<file path="config.mk">
export PLATFORM = sky130hd
export DESIGN_NAME = tc_serial_collector_flat
export DESIGN_NICKNAME = d
export VERILOG_FILES = /design/src/rtl/tc_serial_collector_pkg.sv /design/src/rtl/tc_serial_collector_if.sv /design/src/rtl/tc_serial_collector.sv /design/src/flat_wrapper.sv
export SDC_FILE = /design/constraint.sdc
export NUM_CORES = 1
export LEC_CHECK = 0
export ABC_CLOCK_PERIOD_IN_PS = 2800
export BUFFER_PORTS_ARGS = -buffer_cell sky130_fd_sc_hd__buf_4
export CAP_MARGIN = 20
export CORE_ASPECT_RATIO = 0.75
export CORE_MARGIN = 5
export CORE_UTILIZATION = 59
export DETAILED_ROUTE_END_ITERATION = 8
export PLACE_DENSITY_LB_ADDON = 0.3
export SKIP_LAST_GASP = 1
export SLEW_MARGIN = 20
export SYNTH_ARGS = -nofsm -noshare
export SYNTH_HDL_FRONTEND = slang
export SYNTH_SLANG_ARGS = --single-unit
</file>
<file path="constraint.sdc">
create_clock -name clock -period 2.8 [get_ports clock]
set_input_delay 0.14 -clock clock [delete_from_list [all_inputs] [get_ports clock]]
set_output_delay 0.14 -clock clock [all_outputs]
set_load 0.005 [all_outputs]
</file>
<file path="src/rtl/tc_serial_collector_pkg.sv">
`default_nettype none
// ============================================================================
// Module  : tc_serial_collector_pkg
// Purpose : Shared definitions for the serial word collector: default word
//           width, FSM state encoding and the counter-width helper.
// Ports   : none (package)
// Rev     : 1.0  initial release
// ============================================================================
package tc_serial_collector_pkg;

  localparam int TC_WIDTH = 8;

  typedef enum logic [0:0] {
    ST_IDLE = 1'b0,   // waiting for a start-of-word marker
    ST_RECV = 1'b1    // collecting bits 1..WIDTH-1
  } tc_state_e;

  // Bits needed to hold values 0..n-1, never less than one.
  function automatic int clog2(input int n);
    int r;
    r = 0;
    for (int i = 0; i < 32; i++) begin
      if ((1 << i) < n) r = i + 1;
    end
    return (r < 1) ? 1 : r;
  endfunction

endpackage
`default_nettype wire

</file>
<file path="src/rtl/tc_serial_collector_if.sv">
`default_nettype none
// ============================================================================
// Module  : tc_serial_collector_if
// Purpose : Bundles the serial input pair and the parallel valid/ready output
//           of the collector.
// Ports   : sin/sstart   serial bit and start-of-word marker
//           data_out     assembled word (bit i = i-th received bit)
//           valid/ready  parallel handshake
//           neg/zero     word flags, registered with data_out
//           overrun      sticky dropped-word flag
//           slave  modport: the collector
//           master modport: the stream source / parallel consumer
// Rev     : 1.0  initial release
// ============================================================================
interface tc_serial_collector_if #(
  parameter int WIDTH = 8
);
  logic             sin;
  logic             sstart;
  logic [WIDTH-1:0] data_out;
  logic             valid;
  logic             ready;
  logic             neg;
  logic             zero;
  logic             overrun;

  modport slave (
    input  sin, sstart, ready,
    output data_out, valid, neg, zero, overrun
  );

  modport master (
    output sin, sstart, ready,
    input  data_out, valid, neg, zero, overrun
  );
endinterface
`default_nettype wire

</file>
<file path="src/rtl/tc_serial_collector.sv">
`default_nettype none
// ============================================================================
// Module  : tc_serial_collector
// Purpose : Assembles LSB-first serial words (marked by sstart on bit 0) into
//           WIDTH-bit parallel words offered with a valid/ready handshake.
//           A word that completes while the previous one is still unconsumed
//           is dropped and raises the sticky overrun flag.
// Ports   : clock    system clock, rising edge
//           reset_n  synchronous active-low reset
//           bus      tc_serial_collector_if.slave (serial in, parallel out)
// Rev     : 1.0  initial release
// ============================================================================
module tc_serial_collector
  import tc_serial_collector_pkg::*;
#(
  parameter int WIDTH = TC_WIDTH
) (
  input  wire logic               clock,
  input  wire logic               reset_n,
  tc_serial_collector_if.slave    bus
);

  localparam int CW = clog2(WIDTH);

  tc_state_e        r_state;
  logic [CW-1:0]    r_cnt;
  logic [WIDTH-1:0] r_sh;
  logic [WIDTH-1:0] r_data;
  logic             r_valid;
  logic             r_neg;
  logic             r_zero;
  logic             r_ovr;

  logic [WIDTH-1:0] w_word;
  logic             w_last;
  logic             w_done;
  logic             w_unused_lsb;

  // New bits enter at the MSB; after WIDTH shifts bit 0 sits at the LSB,
  // so the shifted value on the final edge is the finished word.
  assign w_word       = {bus.sin, r_sh[WIDTH-1:1]};
  assign w_last       = (r_cnt == CW'(WIDTH - 1));
  // A start marker on the final bit restarts the word instead of completing it.
  assign w_done       = (r_state == ST_RECV) && !bus.sstart && w_last;
  // The LSB of the shift register is always shifted out before being used.
  assign w_unused_lsb = r_sh[0];

  always_ff @(posedge clock) begin
    if (!reset_n) begin
      r_state <= ST_IDLE;
      r_cnt   <= '0;
      r_sh    <= '0;
      r_data  <= '0;
      r_valid <= 1'b0;
      r_neg   <= 1'b0;
      r_zero  <= 1'b1;
      r_ovr   <= 1'b0;
    end else begin
      // Framing: sstart always (re)starts a word, discarding any partial one.
      if (bus.sstart) begin
        r_state <= ST_RECV;
        r_cnt   <= CW'(1);
        r_sh    <= {bus.sin, {(WIDTH-1){1'b0}}};
      end else if (r_state == ST_RECV) begin
        r_sh <= w_word;
        if (w_last) begin
          r_state <= ST_IDLE;
          r_cnt   <= '0;
        end else begin
          r_cnt <= r_cnt + CW'(1);
        end
      end

      // Output register: load when the slot is free or being emptied now.
      if (w_done) begin
        if (!r_valid || bus.ready) begin
          r_data  <= w_word;
          r_neg   <= w_word[WIDTH-1];
          r_zero  <= (w_word == '0);
          r_valid <= 1'b1;
        end else begin
          r_ovr <= 1'b1;
        end
      end else if (r_valid && bus.ready) begin
        r_valid <= 1'b0;
      end
    end
  end

  assign bus.data_out = r_data;
  assign bus.valid    = r_valid;
  assign bus.neg      = r_neg;
  assign bus.zero     = r_zero;
  assign bus.overrun  = r_ovr;

endmodule
`default_nettype wire

</file>
<file path="src/flat_wrapper.sv">
// flat-port wrapper written by rule: the top's interface ports become plain ports
module tc_serial_collector_flat import tc_serial_collector_pkg::*;
#(
  parameter int WIDTH = TC_WIDTH
)
  (clock, reset_n, bus_sin, bus_sstart, bus_ready, bus_data_out, bus_valid, bus_neg, bus_zero, bus_overrun);
  tc_serial_collector_if #(.WIDTH(WIDTH)) bus_i ();
  input  wire logic clock;
  input  wire logic reset_n;
  input wire logic [$bits(bus_i.sin)-1:0] bus_sin;
  input wire logic [$bits(bus_i.sstart)-1:0] bus_sstart;
  input wire logic [$bits(bus_i.ready)-1:0] bus_ready;
  output wire logic [$bits(bus_i.data_out)-1:0] bus_data_out;
  output wire logic [$bits(bus_i.valid)-1:0] bus_valid;
  output wire logic [$bits(bus_i.neg)-1:0] bus_neg;
  output wire logic [$bits(bus_i.zero)-1:0] bus_zero;
  output wire logic [$bits(bus_i.overrun)-1:0] bus_overrun;
  assign bus_i.sin = bus_sin;
  assign bus_i.sstart = bus_sstart;
  assign bus_i.ready = bus_ready;
  assign bus_data_out = bus_i.data_out;
  assign bus_valid = bus_i.valid;
  assign bus_neg = bus_i.neg;
  assign bus_zero = bus_i.zero;
  assign bus_overrun = bus_i.overrun;
  tc_serial_collector #(.WIDTH(WIDTH)) u_core (.clock(clock), .reset_n(reset_n), .bus(bus_i));
endmodule
</file>
== Word-level counts from Yosys, hierarchy flattened ==
Cells that the tools add are included.
Cells by class
  $add $sub $neg: 1
  equal/unequal tests: 2
  mux-type cells: 11
  bitwise gates (word level): 2
  reductions and logical operators: 13
Operator list (count)
  adder 32 x 1 -> 32 bit, second input constant: 1
  equality test 32 x 3 -> 1 bit, second input constant: 1
  2-to-1 mux 32 bit: 1
  2-to-1 mux 8 bit: 2
  logical NOT 8 bit: 1
  2-to-1 mux 1 bit: 8
  AND reduction 2 bit: 3
  nonzero test 2 bit: 2
  logical AND 1 bit: 3
  logical NOT 1 bit: 2
  != test 2 bit, second input constant: 1
  NOT 1 bit: 2
  OR reduction 2 bit: 1
  logical OR 1 bit: 1
Word-level totals
  register bits after elaboration: 53
  input bits: 5
  output and inout port bits: 12
  logic and storage cells: 39

== Depth between registers and ports, before layout ==
  word-level depth: 5
  depth in mapped cells: 7
  depth with buffers taken out: 5

== Worst setup path before layout ==
Ideal clock, no wire load.
  path kind: register to register
  from: register u_core.r_cnt[0]
  to: register u_core.r_cnt[20]
  setup time: 0.070 ns
  data arrival time: 1.912 ns
  required time: 2.730 ns
  path slack: 0.818 ns
  stages on the path, launching flop included: 7
  path buffers: 1
  period minus slack after synthesis: 1.982 ns
  cells stage by stage: dfxtp_1 > ha_1 > nand4_1 > or4_4 > buf_2 > or3_1 > a21oi_1
Between the ends
  cells in the longest elaborated chain, start to end: 2
  elaborated cells between the ends (all ways): 3
  classes of those cells: add/sub (1); eq/ne (1); mux (1)
Ends and longest elaborated chain
  from (decl): line tc_serial_collector.sv:26  | logic [CW-1:0] r_cnt;
  from (signal assigned): line tc_serial_collector.sv:70  | r_cnt <= r_cnt + CW'(1);
  adder 32 x 1 -> 32 bit / equality test 32 x 3 -> 1 bit (equally long branches): line tc_serial_collector.sv:70, tc_serial_collector.sv:42
  2-to-1 mux 32 bit (*): line tc_serial_collector.sv:66  | if (w_last) begin
Mark *: on every way between the ends. The rest lies on a longest branch, timed or not.
A chain may end at the register's enable or synchronous reset.

== Worst setup path in the final report ==
  from: register u_core.r_cnt[3]
  to: register u_core.r_cnt[21]
Same word-level chain as after synthesis.

==> flow_metrics.tcl <==
set metrics [dict create \
    die_y_um 64.5 \
    start_util_pct 62.6 \
    timing.slew.headroom_pct 65.8 \
    critical_path.max_fanout 17 \
    holdBufCountCts 0 \
    cp-end-kind "flip-flop" \
    clk_pin_slew_ps 100 \
    syn2layout_area_growth_pct 10.5 \
    whs_ps 96.4 \
    critPathArrivalTime_ps 2540 \
    synth_top_area_share_pct 43.7 \
    grt_pass1_vias 1874 \
    setup_slack_ps 515 \
    postCtsSetupBuffers 0 \
    fin_util_pct 69.1 \
    drtPass1Iterations 4 \
    synth_top_family_by_area "simple AND/OR/NAND/NOR gates" \
    drc 0 \
    power.density_mw_per_mm2 479 \
    grt_max_degree 31 \
    grt_remaining_overflow 0 \
    post_cts_resized 0 \
    synth_compound_area_share_pct 10.7 \
    outcome "completed" \
    drtIter0Drc 152 \
    hp-class "in2reg" \
    finalWirelength_um 4860 \
    via_per_inst 5.98 \
    htreeDepth 2 \
    num_vias 1993 \
    antenna_left 0 \
    timing.setup.tns_ps 0 \
    criticalPathCategory "reg2reg" \
    fmax_mhz 438 \
    synthMuxAreaShare_pct 6.43 \
    cts.sinks 51 \
    maxCapViolCount 0 \
    placed_cells 325 \
    drive_gt1_share_pct 12.5 \
    cts_buffers 5 \
    fin_crit_ps 2280 \
    boundaryPins 17 \
    synth_xor_area_share_pct 5.25 \
    synth-adder-area-share_pct 0.536 \
    dp_hpwl_um 3400 \
    clkLatencyLatePin_ps 320 \
    preCtsSetupSlack_ps 574 \
    p_leak_nw 0.812 \
    crit_path_start_kind "flip-flop" \
    synth_nets 277 \
    period_share_pct 81.6 \
    port_buffers 16 \
    fp-row-count 19 \
    grt_usage_pct 20.2 \
    die_width_um 82.6 \
    max-vdd-ir-drop_uv 378 \
    wire_per_inst_um 14.6 \
    ys_seq_area_share_pct 43.7 \
    cts_buffer_depth 2 \
    rsz0062_at_grt "false" \
    syn-instance-count 271 \
    synth_ff_type "dfxtp_1" \
    synth_area_leaders "dfxtp_1, mux2i_1, nand2_1" \
    fin_nets 286 \
    maxSlewViolCount 0 \
    antenna_found_initial 0 \
    yosysUniqueCellTypes 33 \
    final_cells 333 \
    core-area_mm2 0.00373 \
    tightest_slew_ps 513 \
    diodes 0 \
    yosysWarnings 0 \
    synth_seq_cells 51 \
    synthArstFlopShare_pct 0 \
    hold_viol_final 0 \
    placed_cell_area_mm2 0.00248 \
    synth_edf_count 0 \
    cts_tree "done" \
    syn_area_mm2 0.00233 \
    setup_viol 0 \
    fp.dieArea_mm2 0.00533 \
    grt_pass1_wl_um 8540 \
    finalClockSkew_ps 6.75 \
    synth_top_area_cell "dfxtp_1" \
    required_ps 3050 \
    synth_area_per_cell_um2 8.62 \
    final_area_mm2 0.00258 \
    total_power_mw 1.24 \
    place_congestion 0.826 \
    synth-simple-area-share_pct 28.9 \
    cts_root_buf "clkbuf_8" \
]
## worst max-delay path, stage by stage (launching register included)
cell and delay [ps]:
dfxtp_1 500, nand4_4 170, or4_1 820, or4_1 570, a21oi_1 150
## metal layers
layer | wire length (µm) | vias to the layer above | track usage [%]
met3 | 202 | 5 | 4.71
met5 | 0 | - | 0
li1 | - | 1009 | -
met4 | 38 | 0 | 6.73
met2 | 2200 | 36 | 29.4
met1 | 2420 | 943 | 29.3
## power by group
group / total [mW] / internal, mW / switching, mW
Sequential: 0.733 / 0.729 / 0.00435
Clock: 0.459 / 0.186 / 0.274
Combinational: 0.0431 / 0.0147 / 0.0283
Total: 1.24 / 0.929 / 0.307
## cells in the mapped netlist, types with 7 or more instances
cell       n
mux2i_1   15
clkbuf_1  10
or3_1      8
dfxtp_1   51
nand2_1   30
nand4_1   16
nor2_1    25
or4_1     12
nor4_1    10
xor2_1     7
o21ai_0   10
nand3_1    8
xnor2_1    7
a21oi_1   20
o31ai_1   10
## kinds of logic after synthesis
| group | count (synthesis) |
|---|---|
| buf+inv | 23 |
| fa+ha+maj | 1 |
| simple gates | 124 |
| mux | 15 |
| flops | 51 |
| xor+xnor | 14 |
| compound gates | 43 |
## path summary, 6_finish.rpt
path / end / slack [ps] / start / cells after the start
max: u_core.r_cnt[21]$_SDFFE_PP0P_ / 520 / u_core.r_cnt[3]$_SDFFE_PP0P_ / 4
min: u_core.bus.data_out[7]$_SDFFE_PN0P_ / 100 / bus_sin / 3
max reg2reg: u_core.r_cnt[21]$_SDFFE_PP0P_ / 520 / u_core.r_cnt[3]$_SDFFE_PP0P_ / 4
min reg2reg: u_core.bus.data_out[0]$_SDFFE_PN0P_ / 470 / u_core.bus.data_out[0]$_SDFFE_PN0P_ / 2
## layout by cell type (no fill, tap or decap), drive strengths merged, types with 3 or more instances in the layout
cell,synthesis,final
inv,6,7
nand2,30,30
buf,7,19
nor4,10,10
or3,8,8
xnor2,7,7
nand3,8,8
nand4,17,17
or4,13,13
o31ai,10,10
xor2,7,7
clkbuf,10,5
nor3,3,3
a21oi,21,21
o21ai,10,10
mux2i,15,15
dfxtp,51,51
nor2,25,25
and4,3,3
## final cells by class
cell class,instances,area [µm²]
clock buffer,5,68.8
clock inverter,3,28.8
multi-input combinational,197,1230
fill,316,1150
tap,52,65.1
sequential,51,1020
inverter,6,22.5
timing repair buffer,19,143
## registers in the layout (all words and copies together), names as in the netlist
signal / cells
u_core.bus.zero: 1
u_core.bus.overrun: 1
u_core.r_sh: 7
u_core.r_cnt: 32
u_core.bus.valid: 1
u_core.r_state: 1
u_core.bus.data_out: 8
(Power assumes the default switching activity.)
